[config.mk]
export PLATFORM = sky130hd
export DESIGN_NAME = uart_dec_sender
export DESIGN_NICKNAME = d
export VERILOG_FILES = /design/src/rtl/uart_dec_sender.sv
export SDC_FILE = /design/constraint.sdc
export NUM_CORES = 1
export LEC_CHECK = 0
export CAP_MARGIN = 25
export CORE_MARGIN = 4
export CORE_UTILIZATION = 53
export CTS_CLUSTER_DIAMETER = 80
export DETAILED_ROUTE_END_ITERATION = 8
export HOLD_SLACK_MARGIN = 0.03
export PLACE_DENSITY = 0.83
export SYNTH_ARGS = -nofsm -noshare
export SYNTH_HDL_FRONTEND = slang
export SYNTH_SLANG_ARGS = --single-unit
[constraint.sdc]
create_clock -name i_clk -period 1.79 [get_ports i_clk]
set_input_delay 0.179 -clock i_clk [delete_from_list [all_inputs] [get_ports i_clk]]
set_output_delay 0.179 -clock i_clk [all_outputs]
set_load 0.05 [all_outputs]
[src/rtl/uart_dec_sender.sv]
// -----------------------------------------------------------------------------
// uart_dec_sender
//
// Prints an unsigned binary value as decimal ASCII text followed by CR LF,
// one byte at a time, through a downstream UART transmitter. The value is
// converted to BCD with a sequential double-dabble (one shift per cycle).
// Leading zeros are suppressed, and a value of zero prints as "0".
//
// Ports
//   i_clk       clock, all logic on the rising edge
//   i_rst       synchronous active-high reset
//   i_value     unsigned value to print (WIDTH bits)
//   i_valid     request; accepted when i_valid && o_ready
//   o_ready     high only while idle
//   o_tx_data   ASCII byte presented to the transmitter
//   o_tx_start  one-cycle pulse requesting transmission of o_tx_data
//   i_tx_busy   transmitter busy (rises the cycle after a start)
// -----------------------------------------------------------------------------
module uart_dec_sender #(
   parameter int WIDTH  = 32,
   parameter int DIGITS = 10
) (
   input  logic             i_clk,
   input  logic             i_rst,
   input  logic [WIDTH-1:0] i_value,
   input  logic             i_valid,
   output logic             o_ready,
   output logic [7:0]       o_tx_data,
   output logic             o_tx_start,
   input  logic             i_tx_busy
);

   localparam int BW = 4 * DIGITS;
   localparam int PW = (DIGITS > 1) ? $clog2(DIGITS) : 1;
   localparam int CW = $clog2(WIDTH + 1);
   localparam logic [CW-1:0] LAST_SHIFT = CW'(WIDTH - 1);

   typedef enum logic [2:0] {IDLE, CONVERT, LOAD, START, WAIT_HI, WAIT_LO} state_t;
   typedef enum logic [1:0] {SEL_DIGIT, SEL_CR, SEL_LF} sel_t;

   state_t           state, state_nxt;
   sel_t             sel;
   logic [WIDTH-1:0] shift;
   logic [BW-1:0]    bcd, bcd_adj, bcd_nxt;
   logic [CW-1:0]    cnt;
   logic [PW-1:0]    ptr, msd;
   logic [3:0]       digit;
   logic [7:0]       next_byte;

   // Add 3 to every nibble >= 5 so the following left shift carries correctly.
   function automatic logic [BW-1:0] dabble_adjust(input logic [BW-1:0] b);
      logic [BW-1:0] r;
      r = b;
      for (int i = 0; i < DIGITS; i++) begin
         if (b[i*4 +: 4] >= 4'd5) r[i*4 +: 4] = b[i*4 +: 4] + 4'd3;
      end
      return r;
   endfunction

   always_comb begin
      bcd_adj = dabble_adjust(bcd);
      bcd_nxt = BW'({bcd_adj, shift[WIDTH-1]});
   end

   // Most significant non-zero digit of the post-shift BCD value; stays 0 for
   // a zero value so a single "0" is printed.
   always_comb begin
      msd = '0;
      for (int i = 0; i < DIGITS; i++) begin
         if (bcd_nxt[i*4 +: 4] != 4'd0) msd = PW'(i);
      end
   end

   always_comb begin
      digit = 4'd0;
      for (int i = 0; i < DIGITS; i++) begin
         if (ptr == PW'(i)) digit = bcd[i*4 +: 4];
      end
   end

   always_comb begin
      case (sel)
         SEL_DIGIT: next_byte = {4'h3, digit};
         SEL_CR:    next_byte = 8'h0D;
         default:   next_byte = 8'h0A;
      endcase
   end

   always_ff @(posedge i_clk) begin
      if (i_rst) state <= IDLE;
      else       state <= state_nxt;
   end

   always_comb begin
      state_nxt  = state;
      o_tx_start = 1'b0;
      case (state)
         IDLE:    if (i_valid) state_nxt = CONVERT;
         CONVERT: if (cnt == LAST_SHIFT) state_nxt = LOAD;
         LOAD:    state_nxt = START;
         START: begin
            if (!i_tx_busy) begin
               o_tx_start = !i_rst;
               state_nxt  = WAIT_HI;
            end
         end
         WAIT_HI: if (i_tx_busy) state_nxt = WAIT_LO;
         WAIT_LO: if (!i_tx_busy) state_nxt = (sel == SEL_LF) ? IDLE : LOAD;
         default: state_nxt = IDLE;
      endcase
   end

   assign o_ready = (state == IDLE);

   always_ff @(posedge i_clk) begin
      if (i_rst) begin
         shift     <= '0;
         bcd       <= '0;
         cnt       <= '0;
         ptr       <= '0;
         sel       <= SEL_DIGIT;
         o_tx_data <= 8'h00;
      end else begin
         case (state)
            IDLE: begin
               if (i_valid) begin
                  shift <= i_value;
                  bcd   <= '0;
                  cnt   <= '0;
                  sel   <= SEL_DIGIT;
               end
            end
            CONVERT: begin
               bcd   <= bcd_nxt;
               shift <= {shift[WIDTH-2:0], 1'b0};
               cnt   <= cnt + CW'(1);
               if (cnt == LAST_SHIFT) ptr <= msd;
            end
            LOAD: o_tx_data <= next_byte;
            WAIT_LO: begin
               // Advance to the next byte only once the current one is done.
               if (!i_tx_busy) begin
                  if (sel == SEL_DIGIT) begin
                     if (ptr == '0) sel <= SEL_CR;
                     else           ptr <= ptr - PW'(1);
                  end else if (sel == SEL_CR) begin
                     sel <= SEL_LF;
                  end
               end
            end
            default: ;
         endcase
      end
   end

endmodule
Yosys cells after proc, flatten, opt, wreduce, memory -nomap -nowiden
Index checks and enable logic that the tools add are counted.
{ "op_classes": {"add_sub_neg": 12, "magnitude_cmp": 10, "eq_ne": 26, "mux": 56, "reduce_logical": 20} }
{ "ops": {"columns": ["operator", "count"], "rows": [
  ["$mux W4", 31],
  ["$pmux W40 S2", 1],
  ["$pmux W32 S2", 1],
  ["$ge A4 B3 Y1 const B", 10],
  ["$mux W40", 1],
  ["$add A4 B2 Y4 const B", 9],
  ["$reduce_bool A4 Y1", 9],
  ["$mux W32", 1],
  ["$pmux W6 S2", 2],
  ["$mux W3", 6],
  ["$pmux W3 S6", 1],
  ["$eq A4 B3 Y1 const B", 4],
  ["$reduce_and A5 Y1", 3],
  ["$ne A2 B2 Y1 const B", 7],
  ["$mux W2", 6],
  ["$eq A4 B2 Y1 const B", 2],
  ["$eq A4 B4 Y1 const B", 2],
  ["$pmux W4 S2", 1],
  ["$add A6 B1 Y6 const B", 1],
  ["$eq A3 B2 Y1 const B", 2],
  ["$eq A3 B3 Y1 const B", 2],
  ["$eq A6 B5 Y1 const B", 1],
  ["$mux W6", 1],
  ["$ne A3 B3 Y1 const B", 2],
  ["other kinds (14)", 18]
]} }
{ "totals": {"reg_bits": 95, "inputBits": 36, "output_inout_bits": 10, "word_cells": 131} }

Longest topological paths before layout
Gate-level depths: netlist of the first run.
{ "depth": {"word_depth": 14, "ltp_mapped": 9, "mapped_depth_nobuf": 8} }

Worst setup path before layout of the first run
Ideal clock, no wire load.
{ "synth_timing": {"path_kind": "register -> register", "start": "reg state[2]", "end": "reg shift[29]", "setup_ns": 0.092, "t_arrival_ns": 2.115, "required_time_ns": 1.698, "setup_slack_ns": -0.417, "stages_incl_launch_ff": 8, "path_buffers": 2, "period_less_slack_ns": 2.207, "path_cell_list": "dfxtp_1 buf_2 nor3_2 nand2_1 nand2_2 buf_2 nor2_1 nor4_1"} }
{ "synth_between": {"elab_chain_cells": 3, "elab_cells_between_ends": 6, "cone_classes": "2 x eq/ne; 1 x mux; 3 x reduce/logical"} }
{ "synth_lines": {"columns": ["item", "line_no", "text"], "rows": [
  ["start, declared", "41", "state_t state, state_nxt;"],
  ["start signal, assigned", "91", "else state <= state_nxt;"],
  ["$logic_not A3 Y1 *", null, null],
  ["named net o_ready", "27", "output logic o_ready,"],
  ["$ne A2 B2 Y1 (no source line) or $reduce_bool A2 Y1 (tied branches)", null, null],
  ["$reduce_and A2 Y1 (no source line)", null, null],
  ["end signal, assigned", "127", "shift <= i_value;"],
  ["end signal, assigned", "135", "shift <= {shift[WIDTH-2:0], 1'b0};"],
  ["end, declared", "43", "logic [WIDTH-1:0] shift;"]
]} }
Mark *: on every way through the listed nets, which the timed path passes. The rest lies on a longest branch.
A chain may end at the register's enable or synchronous reset.

Worst setup path in the final report of the first run
{ "layout_timing": {"start": "reg bcd[36]", "end": "reg ptr[3]"} }
{ "layout_between": {"elab_chain_cells": 6, "elab_cells_between_ends": 7, "cone_classes": "1 x add/sub; 1 x order compare; 4 x mux; 1 x reduce/logical"} }
{ "layout_lines": {"columns": ["item", "line_no", "text"], "rows": [
  ["start, declared", "44", "logic [BW-1:0] bcd, bcd_adj, bcd_nxt;"],
  ["start signal, assigned", "134", "bcd <= bcd_nxt;"],
  ["$ge A4 B3 Y1 or $add A3 B2 Y3 (tied branches)", "55", "if (b[i*4 +: 4] >= 4'd5) r[i*4 +: 4] = b[i*4 +: 4] + 4'd3;"],
  ["$mux W3 *", "55", null],
  ["$reduce_bool A4 Y1 *", "70", "if (bcd_nxt[i*4 +: 4] != 4'd0) msd = PW'(i);"],
  ["$mux W4 *", "70", null],
  ["$mux W4 *", "137", "if (cnt == LAST_SHIFT) ptr <= msd;"],
  ["$pmux W4 S2 *", "124", "case (state)"],
  ["end signal, assigned", "137", null],
  ["end signal, assigned", "145", "else ptr <= ptr - PW'(1);"],
  ["end, declared", "46", "logic [PW-1:0] ptr, msd;"]
]} }
Mark *: on every way between the ends. The rest lies on a longest branch, timed or not. The select of a mux whose other input is x is not followed.

==> flow_summary.json, run 1 <==
{
  "synth_ff_type": "dfxtp_1",
  "final_common_cell": "nor2_1",
  "async_reset_ff_share_pct": 0,
  "drc_errors": 0,
  "multi_input_area_mm2": 0.00379,
  "cp.buffers_inverters": 2,
  "drt_iter0_markers": 971,
  "drive_gt1_share_pct": 27.6,
  "postRouteAntennaNets": 0,
  "critical-path-top-delay-family": "compound AO/OA/AOI/OAI gates",
  "min_from": "i_rst",
  "post_drt_wl_per_cell_um": 19.6,
  "fp.dieW_um": 110,
  "cap_viol_max_count": 0,
  "numCtsBuffers": 9,
  "clk_path_buf_depth": 2,
  "max_stage_delay_ns": 0.48,
  "syn-cell-area_mm2": 0.00551,
  "core-area_mm2": 0.00995,
  "drv_slew": 0,
  "cts.sinks": 92,
  "finish.instance_area_mm2": 0.00774,
  "synth_seq_cells": 92,
  "ys_warn_count": 0,
  "end_kind": "flop",
  "hp-class": "in -> reg",
  "period_share_pct": 130,
  "clk_pin_slew_ns": 0.11,
  "fin_crit_ns": 2.34,
  "routabilityCongestion": 0.944,
  "syn_inst": 754,
  "critPathArrivalTime_ns": 2.57,
  "syn_to_final_growth_pct": 40.5,
  "violations": "setup timing",
  "fin_setup_tns_ns": -2.35,
  "power_density_mw_per_mm2": 970,
  "rr_startpoint": "bcd[36]$_SDFFE_PP0P_",
  "critPathMaxFanout": 4,
  "portBuffers": 43,
  "maxSlewHeadroom_pct": 64.8,
  "grt_pass1_wl_um": 27400,
  "via_count": 6610,
  "fp-row-count": 36,
  "dr.pass1.iters": 7,
  "crit_chain": "inv_1, ha_4, nand2b_4, a21oi_4, mux2i_4, nor4_4, buf_4, a41o_2, a221oi_2",
  "io_pins": 46,
  "synth.distinct_cells": 63,
  "fin_worst_skew_ns": 0.0142,
  "htree_levels": 3,
  "grt_remaining_overflow": 0,
  "final_cell_mix": "nor2_1 (158), buf_4 (121), dfxtp_1 (80)",
  "startpoint": "bcd[36]$_SDFFE_PP0P_",
  "synth.avg_cell_area_um2": 7.30,
  "grtUsageTotal_pct": 28.2,
  "finalHoldViolCount": 0,
  "synth_seq_area_share_pct": 33.5,
  "clock-root-buffer": "clkbuf_8",
  "fmax_ghz": 0.428,
  "insertion_delay_ns": 0.38,
  "die_area_mm2": 0.0121,
  "setup_slack_ns": -0.546,
  "n_antenna_cell": 0,
  "finalSetupViolCount": 11,
  "finalNetCount": 956,
  "outcome": "finished, violations left",
  "tightestPinTransition_ns": 0.529,
  "crit_path_start_kind": "flop",
  "post_dp_cell_area_mm2": 0.00685,
  "initial_utilization_pct": 55.3,
  "rsz0062_at_grt": "true",
  "fillers": 592,
  "grt_max_degree": 69,
  "p_leak_nw": 3.01,
  "die_y_um": 110,
  "cts_tree": "done",
  "antenna_found_initial": 0,
  "viasPerCell": 6.41,
  "ir_drop_v": 0.00112,
  "ff_latch_area_mm2": 0.00186,
  "synth-edff-count": 0,
  "worstSetupPathType": "reg -> reg",
  "wl_um": 20300,
  "grt_pass1_vias": 5935,
  "crit_slowest_cell": "a221oi_2",
  "worstPathRequired_ns": 2.02,
  "hpwl_um": 11300
}
-- worst min-delay path, stage by stage --
cell    delay [ns]
buf_2         0.17
buf_4         0.22
nor2_1        0.10
-- cells in the mapped netlist (all sizes together) (8+ instances only) --
| cell | instances | area (µm²) |
|---|---|---|
| mux2i | 12 | 120 |
| clkbuf | 33 | 126 |
| xnor2 | 10 | 87.6 |
| nand2b | 15 | 96.3 |
| dfxtp | 92 | 1840 |
| nor3b | 17 | 133 |
| nor4 | 32 | 215 |
| ha | 26 | 325 |
| a31oi | 20 | 125 |
| nand3 | 30 | 150 |
| nor2 | 158 | 593 |
| inv | 29 | 109 |
| a21oi | 72 | 375 |
| nand2 | 73 | 277 |
| buf | 17 | 90.1 |
| nand3b | 8 | 60.1 |
| nor3 | 8 | 45.0 |
| o21ai | 28 | 140 |
-- layer usage --
metal	up-vias	global-route usage, %	part of all wire [%]
li1	2906	-	-
met1	3094	34.7	37
met2	454	47.7	47
met3	156	4.52	9.1
met4	0	13.5	6.9
met5	-	0	0
-- final cells by class --
class                      count  share of cell area, %
inverter                      29                   1.49
sequential                    92                   24.1
tap                          133                   2.15
timing repair buffer         178                   20.3
clock inverter                 7                   1.36
clock buffer                   9                   1.60
multi-input combinational    584                   49.0
-- power breakdown --
| part | switching [mW] | internal [mW] | total [mW] |
|---|---|---|---|
| Sequential | 0.258 | 2.43 | 2.69 |
| Clock | 0.868 | 0.812 | 1.68 |
| Combinational | 1.97 | 1.16 | 3.13 |
-- repair_timing --
item | in CTS | in global routing
gates resized for setup | 45 | 66
setup endpoints to repair | 11 | 17
setup buffers | 9 | 18
pin swaps | 14 | 33
hold buffers | 0 | 0
-- registers in the layout, indices dropped and copies added (netlist names) --
| signal | cells |
|---|---|
| sel | 2 |
| ptr | 4 |
| cnt | 6 |
| bcd | 40 |
| shift | 32 |
| state | 3 |
| o_tx_data | 5 |
-- metrics by stage --
step	utilization (%)	worst slack [ns]	power (mW)	hold WS, ns	std cells
final	77.7	-0.546	7.50	0.323	1032
after detailed placement	68.9	-0.282	5.56	0.462	989
after global routing	77.7	-0.540	7.88	0.313	1032
after floorplan	-	-0.0204	4.49	0.315	755
after global placement	68.9	-0.120	5.46	0.452	989
after CTS	73.4	-0.203	7.21	0.282	1014
-- path summary, 6_finish.rpt --
| path | slack (ns) | cells after the start | endpoint |
|---|---|---|---|
| min reg2reg | 0.48 | 2 | shift[31]$_SDFFE_PP0P_ |
| max reg2reg | -0.55 | 9 | ptr[3]$_SDFFE_PP0P_ |
| max | -0.55 | 9 | ptr[3]$_SDFFE_PP0P_ |
| min | 0.32 | 3 | bcd[39]$_SDFFE_PP0P_ |
-- cell families after synthesis --
kind of cell               share of synthesized area [%]
adders and majority gates                           5.91
muxes                                               2.80
AOI/OAI and AO/OA                                   18.9
buffers and inverters                               5.91
and+or+nand+nor                                     31.3
DFF                                                 33.5
xor gates and xnor gates                            1.59
other                                             0.0681
Note: power is estimated with default switching activity, not from simulation.
==> inputs of run 2 (changes only) <==
GPL_ROUTABILITY_DRIVEN = 1   (was unset)
==> results of run 2 <==
No change in the layout: final DEF, timing and power equal those of run 1.
==> inputs of run 3 (changes only) <==
CORE_MARGIN = 2   (was 4)
==> run 3 against run 2 <==
  * The run still ends with setup timing left
  * Sequential power is essentially flat
  * Largest cell class unchanged
  * Routed wire length shrank 15%
  * Highest routed layer unchanged
  * Total power shrank 4.4%
  * Cell area shrank 2.9%
  * Utilization shrank 3.9 points
  * Combinational power shrank 5%
==> flow_summary.json, run 3 (same netlist as run 1, synthesis figures left out) <==
{
  "outcome": "finished, violations left",
  "violations": "setup timing",
  "antenna_found_initial": 0,
  "grt_max_degree": 43,
  "worstPathRequired_ns": 2.06,
  "clk_pin_slew_ns": 0.10,
  "critPathArrivalTime_ns": 2.40,
  "fp.dieW_um": 106,
  "period_share_pct": 119,
  "crit_slowest_cell": "nor4_4",
  "cts_tree": "done",
  "cap_viol_max_count": 0,
  "numCtsBuffers": 9,
  "grt_pass1_vias": 6122,
  "finalHoldViolCount": 0,
  "die_area_mm2": 0.0112,
  "cp.buffers_inverters": 1,
  "grtUsageTotal_pct": 30.4,
  "regMostFlops": "bcd",
  "htree_levels": 3,
  "insertion_delay_ns": 0.37,
  "dr.pass1.iters": 6,
  "drive_gt1_share_pct": 24.9,
  "critPathMaxFanout": 4,
  "final_common_cell": "nor2_1",
  "p_leak_nw": 2.93,
  "finalNetCount": 944,
  "final_cell_mix": "nor2_1 (158), buf_4 (116), dfxtp_1 (81)",
  "n_antenna_cell": 0,
  "grtUsageMet3_pct": 5.82,
  "crit_path_start_kind": "flop",
  "core-area_mm2": 0.0102,
  "met1_usage_pct": 36.6,
  "postRouteAntennaNets": 0,
  "largest_reg_flops": 40,
  "grt_pass1_wl_um": 28100,
  "initial_utilization_pct": 54.1,
  "max_stage_delay_ns": 0.46,
  "ir_drop_v": 0.000882,
  "power_density_mw_per_mm2": 955,
  "worstSetupPathType": "reg -> reg",
  "die_y_um": 106,
  "wl_um": 17300,
  "fin_crit_ns": 2.13,
  "dp_slack_ns": -0.271,
  "maxSlewHeadroom_pct": 66.3,
  "drv_slew": 0,
  "finish.instance_area_mm2": 0.00751,
  "utilization_pct": 73.8,
  "post_dp_cell_area_mm2": 0.00681,
  "fmax_ghz": 0.469,
  "setup_slack_ns": -0.340,
  "cts.sinks": 92,
  "finalNonFillerCells": 1022,
  "busiest_layer": "met2",
  "drt_iter0_markers": 557,
  "place_inst": 994,
  "fin_setup_tns_ns": -1.20,
  "crit_chain": "inv_4, ha_4, nand2b_4, nor3b_4, nand4b_4, nor4_4, o2111ai_1, a311oi_1",
  "syn_to_final_growth_pct": 36.5,
  "hold_slack_ns": 0.242,
  "total_power_mw": 7.18,
  "tightestPinTransition_ns": 0.503,
  "fin_worst_skew_ns": 0.0114,
  "hp-class": "in -> reg",
  "clk_path_buf_depth": 2,
  "finalSetupViolCount": 8,
  "rsz0062_at_grt": "true",
  "viasPerCell": 6.06,
  "portBuffers": 43,
  "fp-row-count": 37,
  "via_count": 6189,
  "critical-path-top-delay-family": "simple AND/OR/NAND/NOR gates",
  "post_drt_wl_per_cell_um": 16.9,
  "grt_util_met2_pct": 52.2,
  "end_kind": "flop",
  "fillers": 691,
  "hpwl_um": 11200,
  "grt_remaining_overflow": 0,
  "routabilityCongestion": 0.967,
  "io_pins": 46,
  "top_regs": "bcd: 40 flops, shift: 32 flops, cnt: 6 flops",
  "drc_errors": 0,
  "clock-root-buffer": "clkbuf_8"
}
run 3: layout make-up:
type | count | area, µm² | area share, %
Sequential cell | 92 | 1860 | 24.7
Clock buffer | 10 | 138 | 1.83
Tap cell | 136 | 170 | 2.26
Timing Repair Buffer | 166 | 1420 | 18.8
Multi-Input combinational cell | 584 | 3750 | 49.9
Clock inverter | 5 | 67.6 | 0.899
Inverter | 29 | 114 | 1.52
run 3: worst paths after layout:
path | start | end | slack (ns) | cells past startpoint
setup / recovery | bcd[29]$_SDFFE_PP0P_ | ptr[1]$_SDFFE_PP0P_ | -0.34 | 8
hold / removal | i_rst | state[2]$_SDFFE_PP0P_ | 0.24 | 2
setup reg to reg | bcd[29]$_SDFFE_PP0P_ | ptr[1]$_SDFFE_PP0P_ | -0.34 | 8
hold reg to reg | shift[31]$_SDFFE_PP0P_ | shift[31]$_SDFFE_PP0P_ | 0.47 | 2
run 3: timing repair:
item,in CTS,in global routing
hold buffers,0,0
setup endpoints to repair,33,40
pin swaps,14,14
buffers inserted,8,5
endpoints found under the hold margin,0,0
gates cloned,0,0
gates resized for setup,52,40
run 3: per-layer routing:
layer  up-vias  part of all wire [%]
li1       2882                     -
met1      2905                    40
met2       322                    49
met5         -                     0
met4         0                   4.4
met3        80                   6.7
run 3: worst register-to-register path, cell delays in order (launching register included):
cell,delay [ns]
dfxtp_2,0.37
inv_4,0.06
ha_4,0.15
nand2b_4,0.15
nor3b_4,0.16
nand4b_4,0.20
nor4_4,0.46
o2111ai_1,0.18
a311oi_1,0.32
run 3: power by group:
part	switching (mW)	internal, mW
Clock	0.828	0.700
Combinational	1.86	1.11
Sequential	0.249	2.44
